File: config.mk
export PLATFORM = sky130hd
export DESIGN_NAME = rr_onehot_request_arbiter
export DESIGN_NICKNAME = d
export VERILOG_FILES = /design/src/rtl/rr_onehot_request_arbiter.sv
export SDC_FILE = /design/constraint.sdc
export NUM_CORES = 1
export LEC_CHECK = 0
export CAP_MARGIN = 25
export CORE_MARGIN = 5
export CORE_UTILIZATION = 59
export CTS_CLUSTER_SIZE = 8
export DETAILED_ROUTE_END_ITERATION = 10
export PLACE_DENSITY = 0.89
export SETUP_SLACK_MARGIN = 0.4
export SYNTH_ARGS = -nofsm -noshare
export SYNTH_HDL_FRONTEND = slang
export SYNTH_SLANG_ARGS = --single-unit
File: constraint.sdc
create_clock -name clk -period 5.4 [get_ports clk]
set_input_delay 0.81 -clock clk [delete_from_list [all_inputs] [get_ports clk]]
set_output_delay 0.81 -clock clk [all_outputs]
set_load 0.03 [all_outputs]
File: src/rtl/rr_onehot_request_arbiter.sv
// Round-robin arbiter feeding the 8-to-3 encoder: captures request rising edges as pending
// bits and issues one strictly one-hot grant at a time over a valid/ready handshake.
// Optional build macro RR_ARB_INPUT_SYNC_EN adds a 2-flop synchroniser on req_in.
module rr_onehot_request_arbiter #(
  parameter  int N_REQ = 8,
  localparam int PTR_W = $clog2(N_REQ)
) (
  input  logic             clk,
  input  logic             rst_n,
  input  logic [N_REQ-1:0] req_in,
  output logic [N_REQ-1:0] grant,
  output logic             grant_valid,
  input  logic             grant_ready,
  output logic [N_REQ-1:0] pending,
  output logic             drop_pulse
);

  typedef enum logic {IDLE, GRANT} state_t;

  state_t           state;
  logic [N_REQ-1:0] req_in_s;
  logic [N_REQ-1:0] req_q;
  logic [N_REQ-1:0] rise;
  logic [N_REQ-1:0] clr;
  logic [PTR_W-1:0] ptr;
  logic [PTR_W-1:0] gnt_idx;
  logic [PTR_W-1:0] pick_idx;
  logic             handshake;

`ifdef RR_ARB_INPUT_SYNC_EN
  logic [N_REQ-1:0] sync_1;
  logic [N_REQ-1:0] sync_2;

  always_ff @(posedge clk or negedge rst_n) begin
    if (!rst_n) begin
      sync_1 <= '0;
      sync_2 <= '0;
    end else begin
      sync_1 <= req_in;
      sync_2 <= sync_1;
    end
  end

  assign req_in_s = sync_2;
`else
  assign req_in_s = req_in;
`endif

  assign rise      = req_in_s & ~req_q;
  assign handshake = (state == GRANT) && grant_ready;
  assign clr       = handshake ? grant : '0;

  // First pending bit at or above ptr, wrapping; the PTR_W-bit add wraps modulo N_REQ.
  always_comb begin
    logic [PTR_W-1:0] cand;
    logic             found;
    cand     = '0;
    found    = 1'b0;
    pick_idx = ptr;
    for (int i = 0; i < N_REQ; i++) begin
      cand = ptr + PTR_W'(i);
      if (!found && pending[cand]) begin
        found    = 1'b1;
        pick_idx = cand;
      end
    end
  end

  // NOTE: every register here uses <= so all next-state terms see the pre-edge values.
  always_ff @(posedge clk or negedge rst_n) begin
    if (!rst_n) begin
      state       <= IDLE;
      req_q       <= '0;
      pending     <= '0;
      ptr         <= '0;
      gnt_idx     <= '0;
      grant       <= '0;
      grant_valid <= 1'b0;
      drop_pulse  <= 1'b0;
    end else begin
      req_q      <= req_in_s;
      // A rise on the bit being cleared this edge keeps it pending.
      pending    <= (pending & ~clr) | rise;
      drop_pulse <= |(rise & pending & ~clr);

      case (state)
        IDLE: begin
          if (|pending) begin
            grant       <= {{(N_REQ-1){1'b0}}, 1'b1} << pick_idx;
            gnt_idx     <= pick_idx;
            grant_valid <= 1'b1;
            state       <= GRANT;
          end
        end
        GRANT: begin
          if (grant_ready) begin
            ptr         <= gnt_idx + 1'b1;
            grant       <= '0;
            grant_valid <= 1'b0;
            state       <= IDLE;
          end
        end
        default: state <= IDLE;
      endcase
    end
  end

endmodule
* Word level (Yosys, flattened, before mapping)
Index checks and enable logic that the tools add are counted.
** Storage, ports and cells
- Word-level logic and storage cells :: 95
- Register bits :: 33
- Output and inout port bits :: 18
** Cells by class
- Shift operators :: 1
- Equal/unequal tests :: 2
- Add/subtract/negate cells :: 8
- Magnitude comparators :: 8
- Bitwise operators :: 8
- Reduce and logical (&&, ||, !) cells :: 20
- Muxes and demuxes :: 40
** Operators by type and width (count)
- 8-bit bitwise AND :: 4
- 3-bit by 4-bit less-than comparator with 1-bit output, second input constant :: 8
- 1-bit binary-select mux with 3-bit select :: 8
- 8-bit two-way mux :: 3
- 3-bit two-way mux :: 7
- 1-bit two-way mux :: 19
- 8-bit inverter :: 2
- 8-bit one-hot mux with 2 select lines :: 1
- 8-bit OR reduction :: 2
- 3-bit adder, second input constant :: 4
- 1-bit logical AND :: 8
- 8-bit OR :: 1
- 1-bit by 3-bit << shifter with 8-bit output, first input constant :: 1
- 1-bit logical NOT :: 7
- 3-bit by 1-bit adder with 3-bit output, second input constant :: 2
- 3-bit by 2-bit adder with 3-bit output, second input constant :: 2
- 2-bit AND reduction :: 3
- 2-bit inequality test, second input constant :: 2
- 1-bit one-hot mux with 2 select lines :: 2
- 1-bit inverter :: 1

* Logic depth before layout (Yosys ltp)
Gate-level depths: netlist of run 1.
- Depth after elaboration :: 27
- Depth in mapped cells :: 12
- Gate-level depth less buffers :: 9

* Worst setup path after synthesis of run 1
Ideal clock, no wire load.
- Kind :: reg-to-reg
- Start :: register ptr[0]
- End :: register grant[5]
- Setup slack :: 2.140 ns
- Setup time :: 0.110 ns
- Arrival time :: 3.149 ns
- Period minus slack after synthesis :: 3.260 ns
- Buffers on the path :: 2
- Cell stages (with the launch flop) :: 12
- Required time :: 5.290 ns
- Path through :: dfrtp_1 > buf_6 > buf_2 > inv_1 > ha_1 > mux2_2 > mux4_2 > a22oi_1 > o211ai_1 > mux2i_1 > or3_4 > o41ai_1
** Between the ends
- Word-level cells in the longest chain between the ends :: 27
** RTL lines
- from (decl) :: line 25 : logic [PTR_W-1:0] ptr;
- from (signal assigned) :: line 97 : ptr <= gnt_idx + 1'b1;
- branches (longest 23 deep; another with 3-bit by 1-bit adder with 3-bit output)
- 3-bit two-way mux (*) :: line 62 : if (!found && pending[cand]) begin
- 1-bit by 3-bit << shifter with 8-bit output (*) :: line 89 : grant <= {{(N_REQ-1){1'b0}}, 1'b1} << pick_idx;
- 8-bit two-way mux (*) :: line 88 : if (|pending) begin
- 8-bit one-hot mux with 2 select lines (*) :: line 86 : case (state)
- to (signal assigned) :: line 89
- to (decl) :: line 11 : output logic [N_REQ-1:0] grant,
Mark *: on every way between the ends. The select of a mux whose other input is x is not followed.
A chain may end at the register's enable or synchronous reset.

* Worst setup path in the final report of run 1
- Start :: register ptr[1]
- End :: register grant[7]
Same word-level chain as after synthesis.

==> reports/qor.yml, run 1 <==
status: "completed"
finalSetupViolCount: 0
h-tree-depth: 2
grtUsageTotal_pct: 24.3
yosysMostFrequentCell: "nand2_1"
clkTransAtPathRegs_ns: 0.06
grt_start_max_net_pins: 34
start_util_pct: 61.1
antenna_found_initial: 0
p_leak_nw: 1.07
synth_top_area_share_pct: 36.9
worstPathArrival_ns: 4.06
hold_path_class: "register to register"
drv_slew: 0
cts_buffers: 5
drc: 0
clkLatencyLatePin_ns: 0.29
cts.repair.resized: 0
dpl.hpwl_mm: 4.06
cp_max_fo: 14
ys_types: 54
clk_path_buf_depth: 2
cts_tree: "done"
synth_area_per_cell_um2: 9.94
overflow: 0
netlist_area_um2: 2240
die_h_um: 71.6
first_pass_iters: 5
post_cts_buffers: 0
netlist_instances: 225
power_density_nw_per_um2: 543
drive_above_1_share_pct: 13.7
ctsHoldBuffers: 0
antennaDiodeCount: 0
synth_seq_area_share_pct: 36.9
vias_per_cell: 6.49
synthesis.nets: 239
grt_pass1_vias: 2061
rsz0062_at_grt: "no"
drtAntennaViolNets: 0
synthTopCellsByArea: "dfrtp_1 (37%), mux4_2 (8.1%), nand2_1 (7.6%)"
utilization_pct: 72.3
place_congestion: 1.04
ir_drop_uv: 314
cpPeakStageDelay_ns: 0.66
ys_seq_elements: 33
post-route-min-period_ns: 3.90
finalPower_mw: 1.44
cts_num_sinks: 33
post-route-period-util_pct: 72.2
wl_per_cell_um: 18.9
cp_top_family: "compound AO/OA/AOI/OAI gates"
crit_path_end_kind: "register"
core_area_um2: 3660
wl_mm: 5.74
start_kind: "register"
clockRootBuffer: "clkbuf_8"
dr.first_iter.drc_count: 169
worst_path_max_delay_cell: "ha_1"
nNetsFinal: 269
dr_total_vias: 1974
async_flop_share_pct: 100
tightestPinTransition_ns: 0.732
rows: 22
drv_cap: 0
timing.hold.ws_ns: 0.444
critical_path_class: "register to register"
cp.required_ns: 5.56
die_x_um: 71.6
max_clock_freq_mhz: 257
slew_headroom_pct: 50.8
synth_edf_count: 0
area_growth_pct: 18.4
crit_chain: "inv_1 > ha_1 > mux2_2 > mux4_2 > a22oi_1 > nor2_1 > o311ai_2 > o31ai_1 > o41ai_1"
finClkSkew_ns: 0.0100
tns_ns: 0
synthFlopType: "dfrtp_1"
io_pins: 29
synth_warnings: 0
hold_violations: 0
synth_commonest_cells: "nand2_1 (45), dfrtp_1 (33), o21ai_0 (16)"
die_area_um2: 5120
grt_pass1_wl_mm: 9.80
path_buf_inv: 1
portBuffers: 28
yosysTopAreaCell: "dfrtp_1"
[per-stage QoR]
stage,std cells,cell area [um2],setup slack (ns)
6_report,304,2650,1.50
5_1_grt,304,2650,1.23
4_1_cts,304,2650,1.54
3_5_place_dp,296,2540,1.56
3_3_place_gp,296,2540,1.72
2_1_floorplan,225,2240,2.14
[sequential cells by signal, summed over array words and instances, names as in the netlist]
signal and flops:
drop_pulse 1, gnt_idx 3, grant 8, grant_valid 1, pending 8, ptr 3
req_q 8, state 1
[power breakdown]
part / internal (mW) / switching, mW
clock: 0.115 / 0.0872
combinational: 0.343 / 0.480
sequential: 0.309 / 0.104
total: 0.767 / 0.671
[cell families (layout without fill, tap and decap cells)]
kind of cell,count (synthesis),count (layout),share of synthesized area [%]
buffers and inverters,19,50,4.08
adders and majority gates,3,3,1.68
and+or+nand+nor,87,87,19.0
xor gates and xnor gates,3,3,1.18
DFF,33,33,36.9
muxes,27,27,19.4
AOI/OAI and AO/OA,53,53,17.7
[worst paths after layout]
check	startpoint	end	slack, ns	depth (start not counted)
setup / recovery	ptr[1]	grant[7]	1.50	9
hold / removal	req_q[7]	pending[7]	0.44	1
setup reg to reg	ptr[1]	grant[7]	1.50	9
hold reg to reg	req_q[7]	pending[7]	0.44	1
max in group asynchronous	rst_n	grant[6]	4.18	2
min in group asynchronous	rst_n	grant_valid	0.92	2
[area by class of cell]
cell class / instances / area [um2]
multi-input combinational: 173 / 1320
inverter: 12 / 45.0
timing repair buffer: 30 / 295
clock inverter: 1 / 5.00
tap: 48 / 60.1
sequential: 33 / 826
clock buffer: 7 / 96.3
fill: 239 / 1010
[placed cells by master (no fill, tap or decap), drive strengths merged, types with 3 or more instances in the layout]
cell type	n
clkdlybuf4s50	28
nor2	7
nand2b	8
and2	3
clkbuf	7
o41ai	8
nor3	3
o22ai	3
mux2i	12
ha	3
a21oi	6
nand3	5
o21ai	18
mux2	5
or3	5
mux4	10
nor2b	3
a211oi	3
o31ai	3
dfrtp	33
nand2	45
inv	12
[layer usage]
metal	global-route usage, %	wire length [um]	up-vias
met1	29.5	2180	950
met4	9.81	189	0
met2	41.6	2920	111
met5	0	0	-
met3	5.61	452	21
li1	-	-	892
Power figures use the tool's default switching activity.
==> run 2: changes to the inputs <==
--- a/config.mk
+++ b/config.mk
@@ -7,10 +7,10 @@
 export LEC_CHECK = 0
 export CAP_MARGIN = 25
 export CORE_MARGIN = 5
-export CORE_UTILIZATION = 59
+export CORE_UTILIZATION = 50
 export CTS_CLUSTER_SIZE = 8
 export DETAILED_ROUTE_END_ITERATION = 10
-export PLACE_DENSITY = 0.89
+export PLACE_DENSITY = 0.81
 export SETUP_SLACK_MARGIN = 0.4
 export SYNTH_ARGS = -nofsm -noshare
 export SYNTH_HDL_FRONTEND = slang
==> constraint.sdc (replaced) <==
create_clock -name clk -period 3.2 [get_ports clk]
set_input_delay 0.48 -clock clk [delete_from_list [all_inputs] [get_ports clk]]
set_output_delay 0.48 -clock clk [all_outputs]
set_load 0.03 [all_outputs]
==> run 2 against run 1 <==
Effect of this change:
- non-clock buffer count grew 23
- first-iteration DRC count grew 30%
- critical path depth grew 1
- total power grew 110%
- maximum frequency grew 26%
- via count grew 5.4%
- core utilization shrank 0.85 points
- critical endpoint is now grant[0]
- largest power group unchanged
==> reports/qor.yml, run 2 (synthesized netlist as in run 1, its figures left out) <==
status: "completed"
slew_headroom_pct: 64.2
dr.first_iter.drc_count: 220
p_sw_mw: 1.38
antennaDiodeCount: 0
drtAntennaViolNets: 0
final_common_cell: "nand2_1"
r2r-start: "ptr[0]"
dpl.hpwl_mm: 4.17
first_pass_iters: 4
reg_top3: "grant: 8 flops, pending: 8 flops, req_q: 8 flops"
grt_pass1_vias: 2111
finalWorstSetupSlack_ns: 0.103
hp-start: "req_q[1]"
clkLatencyLatePin_ns: 0.29
area_growth_pct: 39.1
holdPathStages: 1
die_area_um2: 5910
r2r_end: "grant[0]"
io_pins: 29
cts_buffers: 5
p_leak_nw: 1.26
grtUsageTotal_pct: 21.3
drv_cap: 0
cp_max_fo: 6
place_congestion: 0.916
drc: 0
finClkSkew_ns: 0.0108
worstPathArrival_ns: 3.28
grt_pass1_wl_mm: 10.2
drv_slew: 0
vias_per_cell: 6.30
finalPower_mw: 2.98
clk_path_buf_depth: 2
post-route-min-period_ns: 3.10
nNetsFinal: 292
switching_share_pct: 46.5
p_int_mw: 1.59
wl_mm: 6.50
portBuffers: 28
die_h_um: 76.9
r2r_cells: 10
start_util_pct: 51.4
critical_path_class: "register to register"
post-route-period-util_pct: 96.8
finalSetupViolCount: 0
grt_start_max_net_pins: 34
power_density_nw_per_um2: 957
drive_above_1_share_pct: 32.7
tns_ns: 0
comb_power_share_pct: 66.1
antenna_found_initial: 0
rsz0062_at_grt: "yes"
ctsHoldBuffers: 0
dr_total_vias: 2080
crit_path_end_kind: "register"
p_seq_share_pct: 23.2
clockRootBuffer: "clkbuf_8"
clkTransAtPathRegs_ns: 0.07
die_x_um: 76.9
cts_num_sinks: 33
hold_violations: 0
max_clock_freq_mhz: 323
h-tree-depth: 2
ir_drop_uv: 654
clkPwrFrac_pct: 10.7
r2r_slack_ns: 0.10
most-common-layout-cells: "nand2_1 (45), dfrtp_1 (33), clkdlybuf4s50_1 (28)"
tightestPinTransition_ns: 0.536
cp.required_ns: 3.38
wl_per_cell_um: 19.7
hold_path_end: "pending[1]"
overflow: 0
start_kind: "register"
place_ws_ns: 0.108
rows: 24
cts_tree: "done"
core_area_um2: 4350
hold_path_class: "register to register"
-- run 2: cell types whose count changed in the layout (fill, tap and decap cells not counted), moves of 4 or more --
| cell | before | now |
|---|---|---|
| buf_4 | 2 | 21 |
| mux2i_2 | 0 | 5 |
| o41ai_2 | 0 | 6 |
| mux2_2 | 5 | 1 |
| o41ai_1 | 8 | 1 |
| mux2_4 | 0 | 4 |
| mux2i_1 | 10 | 4 |
-- run 2: critical path, cell delays in order, from the launching register on --
cell and delay, ns:
dfrtp_1 0.42, inv_4 0.06, ha_4 0.34, mux2_4 0.33, mux4_2 0.52, o22ai_4 0.29, buf_6 0.14, nand3_1 0.11
mux2i_2 0.27, o21ai_2 0.15, o41ai_2 0.35
-- run 2: per-stage QoR --
stage / std cells / instance area [um2] / util (%) / hold slack, ns
6_report: 330 / 3110 / 71.4 / 0.444
5_1_grt: 330 / 3110 / 71.4 / 0.455
4_1_cts: 323 / 2960 / 67.9 / 0.446
3_5_place_dp: 303 / 2660 / 61.0 / 0.438
3_3_place_gp: 303 / 2660 / 61.0 / 0.421
2_1_floorplan: 225 / 2330 / - / 0.184
-- run 2: worst max path at each step --
stage | endpoint | slack (ns) | startpoint | cells past startpoint
after floorplan | grant[0] | 0.22 | ptr[0] | 11
after global placement | grant[0] | 0.14 | ptr[0] | 9
after detailed placement | grant[2] | 0.11 | ptr[1] | 9
after CTS | grant[1] | 0.21 | ptr[0] | 9
after global routing | grant[2] | 0.02 | ptr[0] | 10
final | grant[0] | 0.10 | ptr[0] | 10
-- run 2: power groups by stage --
stage | combinational (mW) | sequential [mW] | clock [mW]
2_1_floorplan | 1.04 | 0.754 | 0
3_3_place_gp | 1.49 | 0.676 | 0
3_5_place_dp | 1.50 | 0.682 | 0
4_1_cts | 1.73 | 0.679 | 0.322
5_1_grt | 2.07 | 0.710 | 0.344
6_report | 1.97 | 0.692 | 0.318
-- run 2: cell type report --
cell class              count  area [um2]
flip-flops and latches     33         826
well taps                  52        65.1
multi-input cells         173        1590
fillers                   282        1240
inverters                  12        47.5
clock buffers               7        86.3
repair buffers             53         492
-- run 2: layer usage --
layer  share of wire, %  track usage (%)
met3                5.0             3.40
met1                 40             27.3
met2                 51             34.8
met5                  0                0
met4                3.5             10.7
-- run 2: timing repair --
item | 4_1_cts | 5_1_grt
cloned | 0 | 0
pin swaps | 9 | 10
endpoints found under the setup margin | 11 | 11
setup buffers | 13 | 7
resized for setup | 22 | 20
